`config.mk`:
```
export PLATFORM = sky130hd
export DESIGN_NAME = multi_road_traffic_ctrl
export DESIGN_NICKNAME = d
export VERILOG_FILES = /design/src/rtl/traffic_pkg.sv /design/src/rtl/rr_arbiter.sv /design/src/rtl/multi_road_traffic_ctrl.sv
export SDC_FILE = /design/constraint.sdc
export NUM_CORES = 1
export LEC_CHECK = 0
export BUFFER_PORTS_ARGS = -buffer_cell sky130_fd_sc_hd__buf_2
export CORE_MARGIN = 8
export CORE_UTILIZATION = 48
export DETAILED_ROUTE_END_ITERATION = 16
export PLACE_DENSITY = 0.81
export SYNTH_ARGS = -nofsm -noshare
export SYNTH_HDL_FRONTEND = slang
export SYNTH_SLANG_ARGS = --single-unit
```
`constraint.sdc`:
```
create_clock -name clock -period 2.3 [get_ports clock]
set_input_delay 0.46 -clock clock [delete_from_list [all_inputs] [get_ports clock]]
set_output_delay 0.46 -clock clock [all_outputs]
set_load 0.01 [all_outputs]
```
`src/rtl/traffic_pkg.sv`:
```
// Shared definitions for the highway/side-road traffic controller.
//   - lamp encodings (RED/YELLOW/GREEN)
//   - controller state enum
//   - accepted emergency request codes and a helper to match them
//   - night flash half-period
package traffic_pkg;

  localparam logic [1:0] RED    = 2'b00;
  localparam logic [1:0] YELLOW = 2'b01;
  localparam logic [1:0] GREEN  = 2'b10;

  typedef enum logic [2:0] {
    HWY_G, HWY_Y, ALL_R, SIDE_G, SIDE_Y, ALL_R2, NIGHT, EMG
  } state_t;

  localparam logic [7:0] CHAR_A = 8'h61;
  localparam logic [7:0] CHAR_B = 8'h62;
  localparam logic [7:0] CHAR_C = 8'h63;

  localparam int FLASH_CYCLES = 4;

  function automatic logic is_emg_char(input logic [7:0] c);
    return (c == CHAR_A) || (c == CHAR_B) || (c == CHAR_C);
  endfunction

  function automatic int max2(input int a, input int b);
    return (a > b) ? a : b;
  endfunction

endpackage

```
`src/rtl/rr_arbiter.sv`:
```
// Round-robin arbiter: grants the first requester strictly after ptr,
// wrapping at N. With N=1 the grant is always road 0.
//   req   : request vector
//   ptr   : last granted index
//   en    : arbitration enable (valid is gated by it)
//   grant : granted index
//   valid : a request was granted
module rr_arbiter #(
  parameter int N = 2,
  localparam int IW = (N > 1) ? $clog2(N) : 1
) (
  input  logic [N-1:0]  req,
  input  logic [IW-1:0] ptr,
  input  logic          en,
  output logic [IW-1:0] grant,
  output logic          valid
);

  generate
    if (N == 1) begin : g_single
      logic unused_ptr;
      assign unused_ptr = ^ptr;
      assign grant      = '0;
      assign valid      = en & req[0];
    end else begin : g_rr
      logic [IW:0]   sum;
      logic [IW-1:0] idx;
      logic          hit;
      // Scan from farthest to nearest so the nearest requester after ptr
      // is the last (winning) assignment.
      always_comb begin
        sum   = '0;
        idx   = '0;
        hit   = 1'b0;
        grant = '0;
        for (int i = N; i >= 1; i--) begin
          sum = {1'b0, ptr} + (IW+1)'(i);
          if (sum >= (IW+1)'(N)) sum = sum - (IW+1)'(N);
          idx = sum[IW-1:0];
          if (req[idx]) begin
            grant = idx;
            hit   = 1'b1;
          end
        end
        valid = hit & en;
      end
    end
  endgenerate

endmodule

```
`src/rtl/multi_road_traffic_ctrl.sv`:
```
// Highway / multi side-road traffic light controller.
// Highway green by default; side roads served round-robin with a minimum
// highway green between services, night flashing mode by time of day and
// all-red emergency pre-emption keyed by an ASCII code.
// Ports:
//   clock, clear      : clock, async active-low reset
//   hours, minutes    : time of day
//   car_det           : per side road car sensor (level)
//   emg_valid/char    : emergency request strobe and code
//   hwy, side         : registered lamp outputs (RED=00 YELLOW=01 GREEN=10)
//   side_sel          : side road currently or last served
//   night, emg_ack    : night mode flag, request-accepted pulse
//   time_err          : combinational out-of-range time flag
module multi_road_traffic_ctrl
  import traffic_pkg::*;
#(
  parameter int NUM_SIDE       = 2,
  parameter int MIN_GREEN      = 8,
  parameter int MAX_SIDE_GREEN = 6,
  parameter int Y_CYCLES       = 3,
  parameter int R_CYCLES       = 2,
  parameter int EMG_CYCLES     = 10,
  parameter int NIGHT_START_H  = 21,
  parameter int DAY_START_H    = 5,
  localparam int SW = (NUM_SIDE > 1) ? $clog2(NUM_SIDE) : 1
) (
  input  logic                  clock,
  input  logic                  clear,
  input  logic [4:0]            hours,
  input  logic [5:0]            minutes,
  input  logic [NUM_SIDE-1:0]   car_det,
  input  logic                  emg_valid,
  input  logic [7:0]            emg_char,
  output logic [1:0]            hwy,
  output logic [2*NUM_SIDE-1:0] side,
  output logic [SW-1:0]         side_sel,
  output logic                  night,
  output logic                  emg_ack,
  output logic                  time_err
);

  localparam int TMAX = max2(max2(max2(MIN_GREEN, MAX_SIDE_GREEN),
                                  max2(Y_CYCLES, R_CYCLES)), EMG_CYCLES);
  localparam int TW   = $clog2(TMAX + 1);
  localparam int FW   = $clog2(2 * FLASH_CYCLES);

  state_t        state, next_state;
  logic [TW-1:0] timer;
  logic [FW-1:0] flash_cnt;
  logic [SW-1:0] rr_ptr, arb_gnt;
  logic          arb_en, arb_vld;
  logic          emg_pending, emg_take, is_night, entering;
  logic          g_done, sg_done, y_done, r_done, e_done;
  logic [1:0]    hwy_d, side_lamp;
  logic [2*NUM_SIDE-1:0] side_d;

  assign time_err = (hours > 5'd23) | (minutes > 6'd59);

  // Bad time input falls back to day operation.
  assign is_night = !time_err &&
                    ((hours > 5'(NIGHT_START_H)) ||
                     (hours == 5'(NIGHT_START_H) && minutes >= 6'd1) ||
                     (hours < 5'(DAY_START_H)));

  assign g_done  = timer >= TW'(MIN_GREEN - 1);
  assign sg_done = timer >= TW'(MAX_SIDE_GREEN - 1);
  assign y_done  = timer >= TW'(Y_CYCLES - 1);
  assign r_done  = timer >= TW'(R_CYCLES - 1);
  assign e_done  = timer >= TW'(EMG_CYCLES - 1);

  assign emg_take = emg_valid && is_emg_char(emg_char) && !emg_pending;
  assign entering = next_state != state;

  rr_arbiter #(.N(NUM_SIDE)) u_arb (
    .req   (car_det),
    .ptr   (rr_ptr),
    .en    (arb_en),
    .grant (arb_gnt),
    .valid (arb_vld)
  );

  always_comb begin
    next_state = state;
    arb_en     = 1'b0;
    case (state)
      HWY_G:  if (g_done && (|car_det || emg_pending || is_night)) next_state = HWY_Y;
      HWY_Y:  if (y_done) next_state = ALL_R;
      ALL_R: begin
        arb_en = r_done && !emg_pending && !is_night;
        if (r_done) begin
          if (emg_pending)  next_state = EMG;
          else if (is_night) next_state = NIGHT;
          else if (arb_vld)  next_state = SIDE_G;
          else               next_state = HWY_G;
        end
      end
      SIDE_G: if (!car_det[side_sel] || sg_done || emg_pending) next_state = SIDE_Y;
      SIDE_Y: if (y_done) next_state = ALL_R2;
      ALL_R2: if (r_done) next_state = emg_pending ? EMG : HWY_G;
      NIGHT: begin
        if (emg_pending)   next_state = EMG;
        else if (!is_night) next_state = ALL_R2;
      end
      EMG:    if (e_done) next_state = ALL_R2;
      default: next_state = HWY_G;
    endcase
  end

  // Lamp decode of the current state; registered below, so lamps trail
  // the state register by one cycle.
  always_comb begin
    hwy_d     = RED;
    side_lamp = RED;
    case (state)
      HWY_G:  hwy_d     = GREEN;
      HWY_Y:  hwy_d     = YELLOW;
      SIDE_G: side_lamp = GREEN;
      SIDE_Y: side_lamp = YELLOW;
      NIGHT:  hwy_d     = (flash_cnt < FW'(FLASH_CYCLES)) ? YELLOW : RED;
      default: ;
    endcase
  end

  generate
    for (genvar g = 0; g < NUM_SIDE; g++) begin : g_lane
      assign side_d[2*g +: 2] = (side_sel == SW'(g)) ? side_lamp : RED;
    end
  endgenerate

  always_ff @(posedge clock or negedge clear) begin
    if (!clear) begin
      state       <= HWY_G;
      timer       <= '0;
      flash_cnt   <= '0;
      side_sel    <= '0;
      rr_ptr      <= SW'(NUM_SIDE - 1);
      emg_pending <= 1'b0;
      emg_ack     <= 1'b0;
      night       <= 1'b0;
      hwy         <= GREEN;
      side        <= '0;
    end else begin
      state <= next_state;
      if (entering)          timer <= '0;
      else if (timer != '1)  timer <= timer + TW'(1);

      if (entering) flash_cnt <= '0;
      else if (state == NIGHT)
        flash_cnt <= (flash_cnt == FW'(2*FLASH_CYCLES - 1)) ? '0 : flash_cnt + FW'(1);

      if (arb_vld) begin
        side_sel <= arb_gnt;
        rr_ptr   <= arb_gnt;
      end

      // Cleared on EMG entry so a request arriving during EMG is kept.
      if (next_state == EMG && state != EMG) emg_pending <= 1'b0;
      else if (emg_take)                     emg_pending <= 1'b1;
      emg_ack <= emg_take;

      night <= (state == NIGHT);
      hwy   <= hwy_d;
      side  <= side_d;
    end
  end

endmodule

```
==> results by group <==
Setup path
  • Required @ worst endpoint: 2.52 ns
  • Critical path type: in -> reg
  • R2R Setup Slk: 0.05 ns
  • Worst setup EP type: flip-flop
  • Crit-path cells: buf_2 > or4_4 > o311ai_4 > a21oi_1 > o21a_2 > mux2i_4 > buf_12 > nor4_2
  • Largest stage delay on the critical path: 0.54 ns
  • CP top delay family: simple AND/OR/NAND/NOR gates
  • WP buf/inv: 2
  • Arr. time, crit path: 2.48 ns
  • Max Fanout on Critical Path: 7
  • Worst path slowest cell: or4_4
  • Crit start category: primary input

Timing
  • Worst slew pin tran: 0.459 ns
  • Max-slew headroom: 0.694
  • Final Hold Viols: 0
  • Setup slack after layout: 0.0384 ns
  • Max-slew violations: 0
  • Final critical-path share of the clock period: 0.983
  • Fmax: 442 MHz
  • Minimum clock period: 2.26 ns
  • Clk_skew: 0.00450 ns
  • RSZ-0062 raised after global routing: yes
  • Final setup fails: 0

Routing
  • # DRC: 0
  • DRT iter0 DRCs: 130
  • Via/cell ratio: 6.21
  • Via count: 1366
  • 1st-pass router iterations: 4
  • Post-Route WL: 3.91 mm
  • Post-DRT Antenna Nets: 0
  • WL per Instance: 17.8 µm

GRT
  • First-pass GRT wire length: 5.83 mm
  • Most Crowded Layer GR: met2
  • Pin count of the biggest net entering global routing: 22
  • Number of global-route vias before repair: 1373
  • GRT Residual Overflow: 0
  • GRT Total Usage: 0.138
  • Met3 usage: 0.0268
  • Met1 usage in global routing: 0.152
  • Met2 Use GR: 0.240
  • Initial antenna violation count: 0

Logic synthesis
  • Most common library cells after synthesis: dfrtp_1, nor3_1, nor2_1, inv_1
  • Cell variety after synth: 52
  • Async SR Flop Fraction: 1.00
  • Count leader, synth: dfrtp_1
  • Mean Syn Cell Area: 9.99 µm²
  • Net Count, Synth: 170
  • Post-synthesis instance area: 1400 µm²
  • Synth warn: 0
  • Top cell type's share of synthesized area: 0.340
  • Main area contributors after synthesis: dfrtp_1, ha_1, dfstp_2
  • Main synth FF type: dfrtp_1
  • Number of flops mapped to enable cells by yosys: 0
  • Cell accounting for the most synthesized area: dfrtp_1
  • Sequential element share of the synthesized area: 0.377
  • Seq cells post-synth: 21
  • Syn Inst Count: 140

Placed design
  • RD Place Congestion: 1.00
  • Placement Setup Slack: -0.146 ns
  • Detail Placement HPWL: 2.69 mm
  • Input/output buffers: 33

Clock network
  • Clk root buf: clkbuf_4
  • CTS tree: done
  • Clock sink total: 21
  • Later-pin clock latency in the skew report: 0.30 ns
  • Clock-pin slew of the registers on the worst-case setup and hold paths: 0.12 ns
  • Htree depth: 1
  • Total CTS buffers: 3
  • Longest Clk Path Bufs: 2

Power and ir drop
  • Pleak: 0.000863 µW
  • Pwr dens: 1230 nW/µm²
  • VDD IR max: 0.920 mV

Floorplanning
  • DIE WIDTH: 70.0 µm
  • DIE HEIGHT: 70.0 µm
  • Die area: 4900 µm²
  • Core Region: 2760 µm²
  • I/O pin cnt: 34
  • Rows: 19
  • Initial Util: 0.507

Run status
  • Outcome: finished clean

Finish
  • Layout cell share with drive strength beyond 1: 0.466
  • Final design utilization: 0.676
  • Final nets: 220
  • Area growth, synth to finish: 33.3%
  • # diodes: 0
  • Number of fill cells in the layout: 203

Worst hold path
  • Hold Crit Class: in -> async

Flow run
  • Max_cap viols: 0
## state kept, by name (all words and copies together), names as in the netlist
register and count:
state 3, side 4, emg_ack 1, side_sel 1
emg_pending 1, timer 4, night 1, rr_ptr 1
hwy 2, flash_cnt 3
## final timing paths
kind,endpoint,cells past startpoint,startpoint
max in group asynchronous,hwy[1]$_DFF_PN1_,1,clear
min in group clock,emg_pending$_DFFE_PN0P_,4,emg_char[2]
worst max register to register,timer[3]$_DFFE_PN0P_,9,timer[1]$_DFFE_PN0P_
worst max-delay path,timer[3]$_DFFE_PN0P_,8,minutes[5]
worst min register to register,hwy[0]$_DFF_PN0_,1,flash_cnt[2]$_DFFE_PN0P_
worst min-delay path,emg_ack$_DFF_PN0_,1,clear
## where the power goes
group	total, µW	internal (µW)	switching [µW]
clock network	179	67.6	111
logic	1540	689	852
registers	580	483	96.9
total	2300	1240	1060
## metal layers
metal  share of wire  wire length [µm]
met1            0.40              1550
met2            0.51              2010
met3           0.068               266
met4           0.023                88
met5               0                 0
## area by class of cell
type,count,area (µm²),share of cell area
multi-input cells,105,927,0.497
repair buffers,51,313,0.168
clock buffers,4,26.3,0.0141
well taps,31,38.8,0.0208
inverters,8,30.0,0.0161
flip-flops and latches,21,529,0.284
## cells in the final DEF, fill, tap and decap left out, drive strengths merged, types with 2 or more instances in the layout
master / count
nor2b: 2
nand2: 6
ha: 6
nor4: 7
o21ai: 7
o22ai: 2
nor3: 10
a31oi: 5
dfstp: 2
mux2i: 5
nand3b: 2
nor4b: 2
nor2: 9
a21oi: 6
inv: 8
a41oi: 2
a211oi: 2
mux2: 3
buf: 51
clkbuf: 4
dfrtp: 19
nand3: 6
## stage by stage
stage	cell area, µm²	power (µW)	setup TNS (ns)	instances	hold WS (ns)
3_3_place_gp	1670	1660	-0.181	211	0.426
2_1_floorplan	1400	1360	0	140	0.164
3_5_place_dp	1670	1700	-0.631	211	0.444
6_report	1860	2300	0	220	0.0844
4_1_cts	1720	1920	0	217	0.111
5_1_grt	1860	2420	-0.153	220	0.106
## kinds of logic after synthesis
family | synth area share
buf+inv | 0.0411
fa+ha+maj | 0.0537
mux | 0.0689
flops | 0.377
xor+xnor | 0.00626
simple gates | 0.232
compound gates | 0.221
## repair_timing
action                                  CTS  global route
hold buffers                              0             0
gates resized for setup                   1            24
endpoints found under the setup margin    7             7
pin swaps                                 0             4
endpoints found under the hold margin     0             0
setup buffers                             2             3
No activity file was read; power rests on OpenSTA's default activity.
